$ cat src/rtl/shift_sequencer.sv
// shift_sequencer: round-robin sharing of one lagging shifter; load, amount+1 shift pulses, capture.
module shift_sequencer #(
  parameter int WIDTH = 5,
  parameter int CNT_W = 3
) (
  input  logic                 clk,
  input  logic                 rst,
  input  logic [1:0]           req,
  input  logic [1:0]           req_left,
  input  logic [2*CNT_W-1:0]   req_amount,
  input  logic [2*WIDTH-1:0]   req_value,
  output logic [1:0]           grant,
  output logic                 busy,
  output logic [1:0]           done,
  output logic [WIDTH-1:0]     result,
  output logic                 sh_load,
  output logic                 sh_right,
  output logic                 sh_left,
  output logic [WIDTH-1:0]     sh_in_value,
  input  logic [WIDTH-1:0]     sh_value
);
  typedef enum logic [2:0] {IDLE, LOAD, SHIFT, CAPTURE, DONE} state_t;
  state_t state;
  logic ptr, dir_q, win;
  logic [CNT_W-1:0] amt_raw;
  logic [CNT_W:0] amt_c, amt_q, cnt;
  always_comb begin
    win = (req == 2'b11) ? ptr : req[1];
    amt_raw = win ? req_amount[CNT_W +: CNT_W] : req_amount[0 +: CNT_W];
    amt_c = ({1'b0, amt_raw} > (CNT_W+1)'(WIDTH)) ? (CNT_W+1)'(WIDTH) : {1'b0, amt_raw};
  end
  // the shifter's output lags one pulse, so SHIFT runs amount+1 cycles
  always_ff @(posedge clk) begin
    if (rst) begin
      state <= IDLE;
      ptr <= 1'b0;
      dir_q <= 1'b0;
      amt_q <= '0;
      cnt <= '0;
      grant <= '0;
      busy <= 1'b0;
      done <= '0;
      result <= '0;
      sh_load <= 1'b0;
      sh_right <= 1'b0;
      sh_left <= 1'b0;
      sh_in_value <= '0;
    end else begin
      case (state)
        IDLE: if (|req) begin
          state <= LOAD;
          busy <= 1'b1;
          grant <= win ? 2'b10 : 2'b01;
          dir_q <= req_left[win];
          amt_q <= amt_c;
          sh_load <= 1'b1;
          sh_in_value <= win ? req_value[WIDTH +: WIDTH] : req_value[0 +: WIDTH];
          if (&req) ptr <= ~ptr;
        end
        LOAD: begin
          state <= SHIFT;
          sh_load <= 1'b0;
          sh_left <= dir_q;
          sh_right <= ~dir_q;
          cnt <= amt_q + 1'b1;
        end
        SHIFT: begin
          cnt <= cnt - 1'b1;
          if (cnt == (CNT_W+1)'(1)) begin
            state <= CAPTURE;
            sh_left <= 1'b0;
            sh_right <= 1'b0;
          end
        end
        CAPTURE: begin
          state <= DONE;
          result <= sh_value;
          done <= grant;
        end
        DONE: begin
          state <= IDLE;
          done <= '0;
          grant <= '0;
          busy <= 1'b0;
        end
        default: state <= IDLE;
      endcase
    end
  end
endmodule

$ cat config.mk
export PLATFORM = sky130hd
export DESIGN_NAME = shift_sequencer
export DESIGN_NICKNAME = d
export VERILOG_FILES = /design/src/rtl/shift_sequencer.sv
export SDC_FILE = /design/constraint.sdc
export NUM_CORES = 1
export LEC_CHECK = 0
export BUFFER_PORTS_ARGS = -buffer_cell sky130_fd_sc_hd__buf_2
export CELL_PAD_IN_SITES_DETAIL_PLACEMENT = 1
export CELL_PAD_IN_SITES_GLOBAL_PLACEMENT = 1
export CORE_ASPECT_RATIO = 1.75
export CORE_MARGIN = 3
export CORE_UTILIZATION = 25
export DETAILED_ROUTE_END_ITERATION = 10
export GPL_ROUTABILITY_DRIVEN = 0
export PLACE_DENSITY_LB_ADDON = 0.1
export SLEW_MARGIN = 20
export SYNTH_ARGS = -nofsm -noshare
export SYNTH_HDL_FRONTEND = slang
export SYNTH_SLANG_ARGS = --single-unit
$ cat constraint.sdc
create_clock -name clk -period 3.8 [get_ports clk]
set_clock_uncertainty 0.15 [all_clocks]
set_input_delay 0.19 -clock clk [delete_from_list [all_inputs] [get_ports clk]]
set_output_delay 0.19 -clock clk [all_outputs]
set_load 0.03 [all_outputs]
==> impl_metrics.json <==
{
  "outcome": "finished, final reports clean",
  "sw_frac_of_total_pct": 33.74,
  "overflow": 0,
  "async_flop_share_pct": 0,
  "dp_hpwl_mm": 3.431,
  "multiInputGateArea_um2": 738.2,
  "drt-vias-per-instance": 5.007,
  "synth_edf_count": 0,
  "wl_per_cell_um": 15.17,
  "n_antenna_cell": 0,
  "wl_mm": 4.368,
  "start_util_pct": 26.36,
  "critical_path_buf_inv_count": 0,
  "fp.dieH_um": 105.7,
  "total_power_uw": 872.8,
  "p_clk_share_pct": 31.1,
  "cts.sink_count": 30,
  "drt_first_pass_iters": 4,
  "grt_pass1_vias": 1543,
  "hp-class": "in2reg",
  "port_buffers": 44,
  "final_util_pct": 33.91,
  "yosysTopAreaCell": "dfxtp_1",
  "fin_crit_sh_pct": 51.00,
  "worst_ep_required_time_ps": 3780,
  "slowest_delay_ps": 540,
  "avgSynthCellArea_um2": 8.354,
  "crit_chain": "or3_1 -> nor2_1 -> a311oi_1",
  "finalHoldViolations": 0,
  "cp_top_family": "simple AND/OR/NAND/NOR gates",
  "maxSlewHeadroom_pct": 56.11,
  "cts_resized": 0,
  "ant_nets": 0,
  "period_needed_ps": 1938,
  "clock_path_buffers": 2,
  "synth_top_flop_cell": "dfxtp_1",
  "clkLatencyLatePin_ps": 280,
  "slew_viol_final": 0,
  "seqPwrFrac_pct": 43.7,
  "numCtsBuffers": 5,
  "antenna_found_initial": 0,
  "netSwitchingPower_uw": 294.5,
  "cp_slowest_cell": "nor2_1",
  "synthCells": 170,
  "io_pins": 45,
  "p_comb_share_pct": 25.3,
  "syn_area_mm2": 0.001420,
  "synth_top_area_share_pct": 42.29,
  "critPathArrivalTime_ps": 1910,
  "ys_seq_elements": 30,
  "final-seq-area_um2": 600.6,
  "cp_max_fo": 13,
  "powerDensity_mw_per_mm2": 477.8,
  "grt_pass1_wl_mm": 7.514,
  "die-area_mm2": 0.006657,
  "drive_above_1_share_pct": 27.57,
  "cts-root-buf": "clkbuf_8",
  "cp-start-kind": "flop",
  "cts_tree": "yes",
  "grt_max_degree": 29,
  "drc": 0,
  "cp-end-kind": "flop",
  "yosysWarnings": 0,
  "drt_iter0_drc": 13,
  "area_growth_pct": 28.63,
  "synth.distinct_cells": 41,
  "nFillCells": 664,
  "clk_pin_slew_ps": 70,
  "irDropWorstVdd_mv": 0.1865,
  "rsz0062_at_grt": "false",
  "synth_nets": 200,
  "row_count": 35,
  "grt_use_total_pct": 14.15,
  "nets": 243,
  "cellLeakagePower_nw": 0.7396,
  "critical_path_class": "reg2reg",
  "setup_viol": 0,
  "dpl.cell_count": 275,
  "htree_levels": 2,
  "synth_area_leaders": "dfxtp_1, a21oi_1, a311oi_1",
  "core-area_mm2": 0.005386,
  "ys_seq_area_share_pct": 42.29,
  "routed-via-count": 1442,
  "setup-tns-final_ps": 0,
  "die_w_um": 62.98,
  "worstMarginPinSlew_ps": 657.0,
  "whs_ps": 50.97,
  "instances_no_fill": 288,
  "fmaxAchievable_mhz": 516.0,
  "internal-power_uw": 578.3,
  "cap_violations": 0
}
==> metal layers <==
metal / vias up / routed length, µm / part of all wire (%) / global-route usage (%)
met5: - / 0 / 0 / 0
met4: 0 / 72 / 1.6 / 5.687
met3: 6 / 165 / 3.8 / 2.559
met2: 36 / 2560 / 59 / 27.82
met1: 689 / 1570 / 36 / 14.05
li1: 711 / - / - / -
==> worst min-delay path: stages <==
cell,delay (ps)
buf_2,100
o21ai_0,70
a311oi_1,80
==> power by group through the flow <==
stage	registers [mW]	logic, mW	clock network, mW
6_report	0.381	0.220	0.271
3_3_place_gp	0.387	0.216	0
3_5_place_dp	0.388	0.221	0
2_1_floorplan	0.411	0.124	0
4_1_cts	0.382	0.226	0.281
5_1_grt	0.389	0.248	0.295
==> what timing repair did <==
item / CTS / global route
hold buffers: 5 / 0
buffers inserted: 0 / 0
hold endpoints to repair: 5 / 0
==> metrics by stage <==
stage	worst slack (ps)	cell area (µm²)
6_report	1862	1827
5_1_grt	1715	1827
4_1_cts	1835	1827
3_5_place_dp	1848	1682
3_3_place_gp	1918	1682
2_1_floorplan	2203	1420
==> sequential cells by signal, summed over array words and instances, names as in the netlist <==
signal       cells
amt_q            3
grant            2
sh_right         1
sh_load          1
done             2
busy             1
ptr              1
sh_in_value      5
result           5
dir_q            1
cnt              4
state            3
sh_left          1
==> placed cells by master, fill, tap and decap left out, types with 2 or more instances in the layout <==
master,instances
o41ai_1,2
nand3_1,11
nor2_1,6
ha_1,3
o211ai_1,5
a21oi_1,24
o21ai_0,11
or3b_2,2
or3_1,3
dlygate4sd3_1,5
nand2b_1,2
dfxtp_1,30
a221oi_1,2
nor2b_1,2
buf_2,44
inv_1,6
nand2_1,17
a311oi_1,8
nor3b_1,2
clkbuf_8,6
==> area by class of cell <==
| class | count | area share, % |
|---|---|---|
| Multi-Input combinational cell | 120 | 40.41 |
| Clock inverter | 2 | 0.6849 |
| Timing Repair Buffer | 50 | 15.21 |
| Tap cell | 74 | 5.068 |
| Inverter | 6 | 1.233 |
| Clock buffer | 6 | 4.521 |
| Sequential cell | 30 | 32.88 |
==> final timing paths <==
| path | start | end | slack, ps | cells after the start |
|---|---|---|---|---|
| hold reg to reg | result[0] | result[0] | 300 | 2 |
| setup reg to reg | state[2] | sh_in_value[0] | 1860 | 3 |
| hold / removal | req_value[1] | sh_in_value[1] | 50 | 3 |
| setup / recovery | state[2] | sh_in_value[0] | 1860 | 3 |
==> synthesized netlist by cell type (all sizes together) (2+ instances only) <==
library cell	number
or3	3
nand2	17
nor2	6
nand2b	2
a311oi	8
a21oi	25
o41ai	2
nor3b	2
a221oi	2
o21ai	11
dfxtp	30
nand3	11
nor2b	2
ha	3
clkbuf	8
inv	6
o211ai	5
buf	6
or3b	3
==> logic make-up (layout without fill, tap and decap cells) <==
group	after synthesis	in the layout	synth area share [%]
compound gates	61	61	27.67
simple gates	55	55	21.06
flops	30	30	42.29
buf+inv	20	64	5.727
fa+ha+maj	3	3	2.643
xor+xnor	1	1	0.6169
(Power assumes the default switching activity.)
